<file path="config.mk">
export PLATFORM = sky130hd
export DESIGN_NAME = predecode_fetch_queue_flat
export DESIGN_NICKNAME = d
export VERILOG_FILES = /design/src/rtl/predecode_fetch_queue_if.sv /design/src/rtl/predecode_fetch_queue.sv /design/src/flat_wrapper.sv
export SDC_FILE = /design/constraint.sdc
export NUM_CORES = 1
export LEC_CHECK = 0
export ABC_AREA = 0
export CORE_AREA = 5 5 306 308
export CTS_CLUSTER_DIAMETER = 40
export CTS_CLUSTER_SIZE = 24
export DETAILED_ROUTE_END_ITERATION = 12
export DIE_AREA = 0 0 311 313
export GPL_ROUTABILITY_DRIVEN = 0
export SYNTH_ARGS = -nofsm -noshare
export SYNTH_HDL_FRONTEND = slang
export SYNTH_SLANG_ARGS = --single-unit
export TNS_END_PERCENT = 10
</file>
<file path="constraint.sdc">
create_clock -name clk_i -period 5 [get_ports clk_i]
set_clock_uncertainty 0.1 [all_clocks]
set_input_delay 1.5 -clock clk_i [delete_from_list [all_inputs] [get_ports clk_i]]
set_output_delay 1.5 -clock clk_i [all_outputs]
set_load 0.02 [all_outputs]
</file>
<file path="src/rtl/predecode_fetch_queue_if.sv">
// Fetch-side and decode-side handshake bundle for the predecode fetch queue.
interface predecode_fetch_queue_if #(
  parameter int unsigned XLEN      = 64,
  parameter int unsigned DEPTH     = 4,
  parameter int unsigned INST_SIZE = 32
);
  localparam int unsigned CW = $clog2(DEPTH + 1);

  logic                 flush_i;
  logic                 valid_i;
  logic                 ready_o;
  logic [XLEN-1:0]      pc_i;
  logic [INST_SIZE-1:0] instr_i;
  logic                 valid_o;
  logic                 ready_i;
  logic [XLEN-1:0]      pc_o;
  logic [INST_SIZE-1:0] instr_o;
  logic [3:0]           class_o;
  logic [XLEN-1:0]      imm_o;
  logic [XLEN-1:0]      ex_cause_o;
  logic [CW-1:0]        count_o;

  modport master (
    output flush_i, valid_i, pc_i, instr_i, ready_i,
    input  ready_o, valid_o, pc_o, instr_o, class_o, imm_o, ex_cause_o, count_o
  );

  modport slave (
    input  flush_i, valid_i, pc_i, instr_i, ready_i,
    output ready_o, valid_o, pc_o, instr_o, class_o, imm_o, ex_cause_o, count_o
  );
endinterface

</file>
<file path="src/rtl/predecode_fetch_queue.sv">
// Fetch queue that classifies each instruction and extracts its immediate on push,
// so the head entry carries ready-made predecode fields.
module predecode_fetch_queue #(
  parameter int unsigned XLEN      = 64,
  parameter int unsigned DEPTH     = 4,
  parameter int unsigned INST_SIZE = 32
) (
  input logic                  clk_i,
  input logic                  rstn_i,
  predecode_fetch_queue_if.slave q
);
  localparam int unsigned PW = $clog2(DEPTH);
  localparam int unsigned CW = $clog2(DEPTH + 1);

  typedef enum logic [3:0] {
    CLS_LUI = 4'd0, CLS_AUIPC = 4'd1, CLS_JAL = 4'd2, CLS_JALR = 4'd3,
    CLS_BRANCH = 4'd4, CLS_LOAD = 4'd5, CLS_STORE = 4'd6, CLS_ALU_I = 4'd7,
    CLS_ALU = 4'd8, CLS_ALU_I_W = 4'd9, CLS_ALU_W = 4'd10, CLS_FENCE = 4'd11,
    CLS_SYSTEM = 4'd12, CLS_ATOMICS = 4'd13, CLS_FP = 4'd14, CLS_ILLEGAL = 4'd15
  } cls_e;

  typedef struct packed {
    logic [XLEN-1:0]      pc;
    logic [INST_SIZE-1:0] instr;
    cls_e                 cls;
    logic [XLEN-1:0]      imm;
    logic [XLEN-1:0]      ex;
  } entry_t;

  entry_t        mem_q [DEPTH];
  entry_t        pd, head;
  logic [PW-1:0] wr_ptr_q, wr_ptr_d, rd_ptr_q, rd_ptr_d;
  logic [CW-1:0] count_q, count_d;
  logic          push, pop, illegal;
  logic [6:0]    opcode;
  logic [2:0]    f3;
  logic [31:0]   ins, imm_i, imm_s, imm_b, imm_u, imm_j, imm32;
  cls_e          cls;

  assign q.ready_o = (count_q < CW'(DEPTH));
  assign q.valid_o = (count_q != '0);
  assign push      = q.valid_i && q.ready_o;
  assign pop       = q.valid_o && q.ready_i;

  always_comb begin
    ins    = q.instr_i[31:0];
    opcode = ins[6:0];
    f3     = ins[14:12];
    imm_i  = {{20{ins[31]}}, ins[31:20]};
    imm_s  = {{20{ins[31]}}, ins[31:25], ins[11:7]};
    imm_b  = {{19{ins[31]}}, ins[31], ins[7], ins[30:25], ins[11:8], 1'b0};
    imm_u  = {ins[31:12], 12'b0};
    imm_j  = {{11{ins[31]}}, ins[31], ins[19:12], ins[20], ins[30:21], 1'b0};
    cls    = CLS_ILLEGAL;
    imm32  = '0;
    case (opcode)
      7'h37: begin cls = CLS_LUI;     imm32 = imm_u; end
      7'h17: begin cls = CLS_AUIPC;   imm32 = imm_u; end
      7'h6F: begin cls = CLS_JAL;     imm32 = imm_j; end
      7'h67: begin cls = CLS_JALR;    imm32 = imm_i; end
      7'h63: begin cls = CLS_BRANCH;  imm32 = imm_b; end
      7'h03: begin cls = CLS_LOAD;    imm32 = imm_i; end
      7'h23: begin cls = CLS_STORE;   imm32 = imm_s; end
      7'h13: begin cls = CLS_ALU_I;   imm32 = imm_i; end
      7'h33:       cls = CLS_ALU;
      7'h1B: begin cls = CLS_ALU_I_W; imm32 = imm_i; end
      7'h3B:       cls = CLS_ALU_W;
      7'h0F:       cls = CLS_FENCE;
      7'h73: begin cls = CLS_SYSTEM;  imm32 = imm_i; end
      7'h2F:       cls = CLS_ATOMICS;
      7'h07: begin cls = CLS_FP;      imm32 = imm_i; end
      7'h27: begin cls = CLS_FP;      imm32 = imm_s; end
      7'h53:       cls = CLS_FP;
      default:     cls = CLS_ILLEGAL;
    endcase
    illegal = (ins[1:0] != 2'b11) || (q.instr_i == '0) || (cls == CLS_ILLEGAL) ||
              (cls == CLS_BRANCH && f3[2:1] == 2'b01) ||
              (cls == CLS_LOAD && f3 == 3'b111) ||
              (cls == CLS_STORE && f3[2]);
    pd.pc    = q.pc_i;
    pd.instr = q.instr_i;
    pd.cls   = illegal ? CLS_ILLEGAL : cls;
    pd.imm   = illegal ? '0 : XLEN'($signed(imm32));
    pd.ex    = illegal ? XLEN'(8'h02) : XLEN'(8'hFF);
  end

  always_comb begin
    wr_ptr_d = wr_ptr_q;
    rd_ptr_d = rd_ptr_q;
    count_d  = count_q;
    if (q.flush_i) begin
      wr_ptr_d = '0;
      rd_ptr_d = '0;
      count_d  = '0;
    end else begin
      if (push) wr_ptr_d = wr_ptr_q + PW'(1);
      if (pop)  rd_ptr_d = rd_ptr_q + PW'(1);
      if (push && !pop)      count_d = count_q + CW'(1);
      else if (pop && !push) count_d = count_q - CW'(1);
    end
  end

  always_ff @(posedge clk_i or negedge rstn_i) begin
    if (!rstn_i) begin
      wr_ptr_q <= '0;
      rd_ptr_q <= '0;
      count_q  <= '0;
    end else begin
      wr_ptr_q <= wr_ptr_d;
      rd_ptr_q <= rd_ptr_d;
      count_q  <= count_d;
    end
  end

  // Storage is not reset; validity comes solely from count_q.
  always_ff @(posedge clk_i) begin
    if (push && !q.flush_i) mem_q[wr_ptr_q] <= pd;
  end

  always_comb begin
    head         = mem_q[rd_ptr_q];
    q.pc_o       = '0;
    q.instr_o    = '0;
    q.class_o    = '0;
    q.imm_o      = '0;
    q.ex_cause_o = XLEN'(8'hFF);
    if (q.valid_o) begin
      q.pc_o       = head.pc;
      q.instr_o    = head.instr;
      q.class_o    = head.cls;
      q.imm_o      = head.imm;
      q.ex_cause_o = head.ex;
    end
  end

  assign q.count_o = count_q;
endmodule

</file>
<file path="src/flat_wrapper.sv">
// flat-port wrapper written by rule: the top's interface ports become plain ports
module predecode_fetch_queue_flat 
#(
  parameter int unsigned XLEN      = 64,
  parameter int unsigned DEPTH     = 4,
  parameter int unsigned INST_SIZE = 32
)
  (clk_i, rstn_i, q_flush_i, q_valid_i, q_pc_i, q_instr_i, q_ready_i, q_ready_o, q_valid_o, q_pc_o, q_instr_o, q_class_o, q_imm_o, q_ex_cause_o, q_count_o);
  predecode_fetch_queue_if #(.XLEN(XLEN), .DEPTH(DEPTH), .INST_SIZE(INST_SIZE)) q_i ();
  input logic clk_i;
  input logic rstn_i;
  input wire logic [$bits(q_i.flush_i)-1:0] q_flush_i;
  input wire logic [$bits(q_i.valid_i)-1:0] q_valid_i;
  input wire logic [$bits(q_i.pc_i)-1:0] q_pc_i;
  input wire logic [$bits(q_i.instr_i)-1:0] q_instr_i;
  input wire logic [$bits(q_i.ready_i)-1:0] q_ready_i;
  output wire logic [$bits(q_i.ready_o)-1:0] q_ready_o;
  output wire logic [$bits(q_i.valid_o)-1:0] q_valid_o;
  output wire logic [$bits(q_i.pc_o)-1:0] q_pc_o;
  output wire logic [$bits(q_i.instr_o)-1:0] q_instr_o;
  output wire logic [$bits(q_i.class_o)-1:0] q_class_o;
  output wire logic [$bits(q_i.imm_o)-1:0] q_imm_o;
  output wire logic [$bits(q_i.ex_cause_o)-1:0] q_ex_cause_o;
  output wire logic [$bits(q_i.count_o)-1:0] q_count_o;
  assign q_i.flush_i = q_flush_i;
  assign q_i.valid_i = q_valid_i;
  assign q_i.pc_i = q_pc_i;
  assign q_i.instr_i = q_instr_i;
  assign q_i.ready_i = q_ready_i;
  assign q_ready_o = q_i.ready_o;
  assign q_valid_o = q_i.valid_o;
  assign q_pc_o = q_i.pc_o;
  assign q_instr_o = q_i.instr_o;
  assign q_class_o = q_i.class_o;
  assign q_imm_o = q_i.imm_o;
  assign q_ex_cause_o = q_i.ex_cause_o;
  assign q_count_o = q_i.count_o;
  predecode_fetch_queue #(.XLEN(XLEN), .DEPTH(DEPTH), .INST_SIZE(INST_SIZE)) u_core (.clk_i(clk_i), .rstn_i(rstn_i), .q(q_i));
endmodule
</file>
# == Word-level counts from Yosys, hierarchy flattened ==
# Memory sizes are Yosys's and may differ from the RTL's.
# Cells that the tools add are included.
# word_totals
inputBits,101
latch_bits,0
output_inout_bits,233
register_bits,7
n_memories,1
romBits,0
mem_bits_rw,688
wordCells,77
# op_classes
div_mod_pow,0
shifts,0
mux,19
order_cmp,1
reduce_logical,25
mul,0
n_eq_ne,24
add_sub_neg,4
bitwise_logic,0
# memory_table
memory,words,width,read_ports,rd_clocked_by_memory_dff,write_ports,line_no,source
u_core.mem_q,4,172,1,0,1,predecode_fetch_queue.sv:30,entry_t mem_q [DEPTH];
# ops
op,count
two-way mux 64 bit,4
case mux 32 bit (5 select lines),1
case mux 4 bit (15 select lines),1
== test 7 x 6 -> 1 bit (second input constant),6
== test 7 bit (second input constant),5
zero test 32 bit,1
two-way mux 32 bit,1
== test 7 x 5 -> 1 bit (second input constant),3
== test 4 x 3 -> 1 bit (second input constant),3
two-way mux 3 bit,3
logical AND 1 bit,8
two-way mux 2 bit,4
two-way mux 4 bit,2
two-way mux 8 bit,1
== test 7 x 2 -> 1 bit (second input constant),1
== test 7 x 3 -> 1 bit (second input constant),1
== test 7 x 4 -> 1 bit (second input constant),1
nonzero test 3 bit,2
OR reduction 6 bit,1
logical OR 1 bit,5
adder 2 x 1 -> 2 bit (second input constant),2
== test 4 bit (second input constant),1
nonzero test 2 bit,2
OR reduction 2 bit,2
other kinds (9),12

# == Logic depth before layout (Yosys ltp) ==
# logic_depth
ltp_word,9
ltp_mapped,9
mapped_depth_nobuf,7

# == Least setup slack after synthesis ==
# No wires, ideal clock.
# synth_path
path_kind,input-to-reg
start,in q_flush_i
end,"mem u_core.mem_q[0][100] in the netlist's numbering, enable pin"
path_slack_ps,-463
setup_ps,509
t_arrival_ps,4855
n_path_buf,1
required_ps,4391
cell_stages,3
path_cell_list,buf_6 > nor2_1 > and2_1
# synth_between
elab_chain_len,4
# synth_rtl
item,line_no,source
start: declaration,flat_wrapper.sv:12,input wire logic [$bits(q_i.flush_i)-1:0] q_flush_i;
zero test 1 bit,predecode_fetch_queue.sv:117,if (push && !q.flush_i) mem_q[wr_ptr_q] <= pd;
logical AND 1 bit,predecode_fetch_queue.sv:117,
two-way mux 1 bit,predecode_fetch_queue.sv:117,
two-way mux 1 bit (not written as such),predecode_fetch_queue.sv:117,
end: declaration,predecode_fetch_queue.sv:30,
# Every way passes these cells.

# == Worst setup path in the final report ==
# layout_path
start,reg u_core.rd_ptr_q[1]
end,out q_imm_o[30]
# layout_between
elab_chain_len,2
# layout_rtl
item,line_no,source
start: declaration,predecode_fetch_queue.sv:32,"logic [PW-1:0] wr_ptr_q, wr_ptr_d, rd_ptr_q, rd_ptr_d;"
start signal: assignment,predecode_fetch_queue.sv:110,rd_ptr_q <= rd_ptr_d;
memory (4 x 172 bit),n/a,
two-way mux 64 bit,predecode_fetch_queue.sv:127,if (q.valid_o) begin
end: declaration,flat_wrapper.sv:22,output wire logic [$bits(q_i.imm_o)-1:0] q_imm_o;
# Every way passes these cells.

==> impl_metrics.prom <==
# TYPE chip_impl_metric gauge
chip_impl_info{name="regToRegStartpoint",value="u_core.q.count_o[2]$_DFFE_PN0P_"} 1
chip_impl_metric{name="timing.final.setup_violations",unit=""} 0
chip_impl_metric{name="cts_htree_levels",unit=""} 3
chip_impl_metric{name="cts_hold_fix_bufs",unit=""} 0
chip_impl_metric{name="timing.critical_path.slowest_cell_delay",unit="ns"} 0.69
chip_impl_info{name="cp_cell_sequence",value="buf_4, mux4_2, and2_1, clkdlybuf4s50_1"} 1
chip_impl_info{name="min_from",value="u_core.wr_ptr_q[0]$_DFFE_PN0P_"} 1
chip_impl_metric{name="time_the_final_worst_path_needs_with_i_o_delays_and_setup",unit="ns"} 4.60
chip_impl_metric{name="timing.critical_path.arrival",unit="ns"} 3.00
chip_impl_info{name="hold_path_class",value="register to register"} 1
chip_impl_metric{name="design.core.area",unit="mm2"} 0.0908
chip_impl_metric{name="total_routing_resource_utilization_after_global_routing",unit=""} 0.109
chip_impl_metric{name="layout-drive-gt1-share",unit=""} 0.232
chip_impl_metric{name="placed_cell_area",unit="mm2"} 0.0262
chip_impl_metric{name="die_area",unit="mm2"} 0.0973
chip_impl_metric{name="worstPathRequired",unit="ns"} 3.40
chip_impl_metric{name="clock-sinks",unit=""} 539
chip_impl_info{name="r2r_end",value="u_core.q.count_o[2]$_DFFE_PN0P_"} 1
chip_impl_metric{name="number_of_global_route_vias_before_repair",unit=""} 12431
chip_impl_metric{name="summed_instance_area_of_the_synthesized_netlist",unit="mm2"} 0.0224
chip_impl_metric{name="final_max_slew_viol_count",unit=""} 0
chip_impl_metric{name="finalCoreUtilization",unit=""} 0.322
chip_impl_metric{name="via_count",unit=""} 11731
chip_impl_metric{name="drc",unit=""} 0
chip_impl_metric{name="area.growth.synth_to_final",unit="%"} 30.3
chip_impl_metric{name="ir_worst_vdd",unit="V"} 0.000350
chip_impl_metric{name="top_level_ports",unit=""} 334
chip_impl_metric{name="netlist_instances",unit=""} 1161
chip_impl_metric{name="grt_start_max_net_pins",unit=""} 85
chip_impl_metric{name="detailedRoute.firstIterationViolations",unit=""} 882
chip_impl_metric{name="worst-path-max-fanout",unit=""} 31
chip_impl_metric{name="final_nets",unit=""} 1554
chip_impl_info{name="tritoncts",value="yes"} 1
chip_impl_metric{name="ys_seq_area_frac",unit=""} 0.720
chip_impl_metric{name="cap_viol_max_count",unit=""} 0
chip_impl_info{name="cts-root-buf",value="sky130_fd_sc_hd__clkbuf_16"} 1
chip_impl_info{name="synth_top_flop_cell",value="sky130_fd_sc_hd__edfxtp_1"} 1
chip_impl_metric{name="max_freq",unit="MHz"} 217
chip_impl_metric{name="cts_setup_buffers",unit=""} 0
chip_impl_metric{name="wire_length_of_the_first_global_routing_pass",unit="mm"} 80.8
chip_impl_metric{name="slew_headroom",unit=""} 0.308
chip_impl_metric{name="clk_pin_slew_worst_paths",unit="ns"} 0.05
chip_impl_metric{name="finalWirelength",unit="mm"} 54.7
chip_impl_metric{name="ys.warnings.count",unit=""} 0
chip_impl_metric{name="routedWlPerCell",unit="um"} 20.2
chip_impl_metric{name="total_leakage_power",unit="nW"} 9.31
chip_impl_info{name="grt_setup_unrepaired",value="false"} 1
chip_impl_info{name="crit_type",value="register to output pin"} 1
chip_impl_metric{name="place.detailed.hpwl",unit="mm"} 33.8
chip_impl_info{name="critical_path.startpoint_type",value="register"} 1
chip_impl_metric{name="io_buffers",unit=""} 276
chip_impl_info{name="critPathCapture",value="q_imm_o[30]"} 1
chip_impl_metric{name="synth-seq-cells",unit=""} 539
chip_impl_metric{name="start_util",unit=""} 0.247
chip_impl_metric{name="detail_route.first_pass.iterations",unit=""} 5
chip_impl_metric{name="grt_antenna_before_repair",unit=""} 5
chip_impl_metric{name="route.detailed.vias_per_inst",unit=""} 4.34
chip_impl_metric{name="number_of_failing_hold_endpoints_at_the_final_stage",unit=""} 0
chip_impl_metric{name="clock_latency",unit="ns"} 0.60
chip_impl_metric{name="yosys.cell_types.count",unit=""} 62
chip_impl_metric{name="die_y",unit="um"} 313
chip_impl_metric{name="finalPower",unit="mW"} 16.6
chip_impl_metric{name="route.antenna.remaining_nets",unit=""} 0
chip_impl_metric{name="fin_hold_ws",unit="ns"} 0.517
chip_impl_metric{name="powerDensity",unit="mW/mm2"} 569
chip_impl_metric{name="clk_path_buf_depth",unit=""} 3
chip_impl_metric{name="regToRegSetupSlack",unit="ns"} 2.81
chip_impl_metric{name="numCtsBuffers",unit=""} 83
chip_impl_metric{name="worst_r2r_path_depth",unit=""} 6
chip_impl_metric{name="post_cts.resized_instances",unit=""} 0
chip_impl_info{name="worst_setup_path_end_kind",value="output pin"} 1
chip_impl_info{name="crit_start",value="u_core.rd_ptr_q[1]$_DFFE_PN0P_"} 1
chip_impl_info{name="status",value="finished, final reports clean"} 1
chip_impl_metric{name="instances_no_fill",unit=""} 2706
chip_impl_metric{name="post_synth_arst_share",unit=""} 0.0130
chip_impl_metric{name="number_of_enable_type_register_cells_in_the_synthesized_netlist",unit=""} 532
chip_impl_metric{name="min_period_over_period",unit=""} 0.921
chip_impl_metric{name="fin_area",unit="mm2"} 0.0292
chip_impl_metric{name="chipWidth",unit="um"} 311
chip_impl_metric{name="global_route.overflow_total",unit=""} 0
chip_impl_metric{name="worst_slew_pin_slew",unit="ns"} 1.03
chip_impl_metric{name="place.detailed.instances",unit=""} 2549
chip_impl_metric{name="avgSynthCellArea",unit="um2"} 19.3
chip_impl_metric{name="floorplan.rows",unit=""} 111
chip_impl_info{name="cp_slowest_cell",value="sky130_fd_sc_hd__dfrtp_4"} 1
cell usage after synthesis (7+ instances only):
cell type / n / area share
sky130_fd_sc_hd__and2_1: 140 / 0.039
sky130_fd_sc_hd__nand2_1: 11 / 0.0018
sky130_fd_sc_hd__clkbuf_1: 31 / 0.0052
sky130_fd_sc_hd__edfxtp_1: 532 / 0.71
sky130_fd_sc_hd__buf_2: 18 / 0.0040
sky130_fd_sc_hd__buf_4: 97 / 0.032
sky130_fd_sc_hd__mux4_2: 133 / 0.13
sky130_fd_sc_hd__nor3_2: 26 / 0.012
sky130_fd_sc_hd__dfrtp_1: 7 / 0.0078
sky130_fd_sc_hd__inv_1: 10 / 0.0017
sky130_fd_sc_hd__a21oi_1: 29 / 0.0065
sky130_fd_sc_hd__nor3b_1: 7 / 0.0023
sky130_fd_sc_hd__nor2_1: 14 / 0.0023
sky130_fd_sc_hd__nand3_1: 8 / 0.0018
worst min-delay path by stage:
stage	end	slack (ns)	cells past startpoint
final	u_core.wr_ptr_q[0]$_DFFE_PN0P_	0.52	2
after global routing	u_core.q.count_o[0]$_DFFE_PN0P_	0.57	2
after CTS	u_core.q.count_o[0]$_DFFE_PN0P_	0.52	2
after detailed placement	u_core.q.count_o[0]$_DFFE_PN0P_	0.51	2
after global placement	u_core.wr_ptr_q[0]$_DFFE_PN0P_	0.49	2
after floorplan	u_core.wr_ptr_q[0]$_DFFE_PN0P_	0.46	2
layout make-up:
class	instances	area, um2
fillers	8680	61600
flip-flops and latches	539	16200
multi-input cells	506	5370
repair buffers	308	3180
clock buffers	89	2140
well taps	1186	1480
clock inverters	64	837
inverters	10	37.5
diodes	4	10.0
registers in the layout, summed over array words and instances, names as in the netlist:
register	count
u_core.wr_ptr_q	2
u_core.q.count_o	3
u_core.mem_q	532
u_core.rd_ptr_q	2
layer usage:
| layer | wire length (um) | track usage | vias to the layer above | share of wire |
|---|---|---|---|---|
| li1 | - | - | 5053 | - |
| met1 | 22700 | 0.138 | 6097 | 0.42 |
| met2 | 27100 | 0.184 | 483 | 0.50 |
| met3 | 3710 | 0.0300 | 96 | 0.068 |
| met4 | 1090 | 0.0317 | 2 | 0.020 |
| met5 | 13 | 0 | - | 0.00024 |
cells in the final DEF, fill, tap and decap left out, types with 5 or more instances in the layout:
master and instances:
sky130_fd_sc_hd__nor3b_1 7, sky130_fd_sc_hd__clkinv_2 7, sky130_fd_sc_hd__conb_1 57, sky130_fd_sc_hd__inv_6 10, sky130_fd_sc_hd__buf_4 18, sky130_fd_sc_hd__edfxtp_1 532, sky130_fd_sc_hd__o21ai_0 6, sky130_fd_sc_hd__clkdlybuf4s50_1 276
sky130_fd_sc_hd__and2_1 136, sky130_fd_sc_hd__nand3_1 8, sky130_fd_sc_hd__inv_1 10, sky130_fd_sc_hd__clkinv_1 7, sky130_fd_sc_hd__a21oi_1 29, sky130_fd_sc_hd__nand2_1 11, sky130_fd_sc_hd__inv_8 7, sky130_fd_sc_hd__clkinv_4 6
sky130_fd_sc_hd__buf_12 14, sky130_fd_sc_hd__clkinvlp_4 9, sky130_fd_sc_hd__nor2_1 14, sky130_fd_sc_hd__bufinv_16 14, sky130_fd_sc_hd__nor3_2 27, sky130_fd_sc_hd__dfrtp_1 5, sky130_fd_sc_hd__mux4_2 133, sky130_fd_sc_hd__clkbuf_16 85
stage by stage:
stage / setup slack (ns) / setup TNS, ns
2_1_floorplan: -0.463 / -184.78
3_3_place_gp: 0.472 / 0
3_5_place_dp: 0.346 / 0
4_1_cts: 0.273 / 0
5_1_grt: 0.230 / 0
6_report: 0.397 / 0
critical path: cells and delay by family, from the launching register on:
kind | cells | cell delay (ns)
muxes | 1 | 0.37
buffers and inverters | 2 | 1.08
and+or+nand+nor | 1 | 0.22
DFF | 1 | 0.69
cell families (layout without fill, tap and decap cells):
logic type / Yosys count / in the layout / share of synthesized area
flip-flops: 539 / 539 / 0.720
AND/OR/NAND/NOR: 234 / 234 / 0.0679
buffers and inverters: 171 / 471 / 0.0511
multiplexers: 135 / 135 / 0.134
AO/OA/AOI/OAI: 71 / 71 / 0.0214
adder cells (fa/ha/maj): 5 / 5 / 0.00312
XOR/XNOR: 4 / 4 / 0.00156
other: 2 / 61 / 0.000335
power by group:
group          total (mW)  leakage [nW]  internal (mW)  switching, mW
Combinational        5.22          2.90           2.43           2.79
Clock                6.06          1.43           3.90           2.16
Sequential           5.35          4.98           5.25          0.100
Total                16.6          9.31           11.6           5.05
No activity file was read; power rests on OpenSTA's default activity.
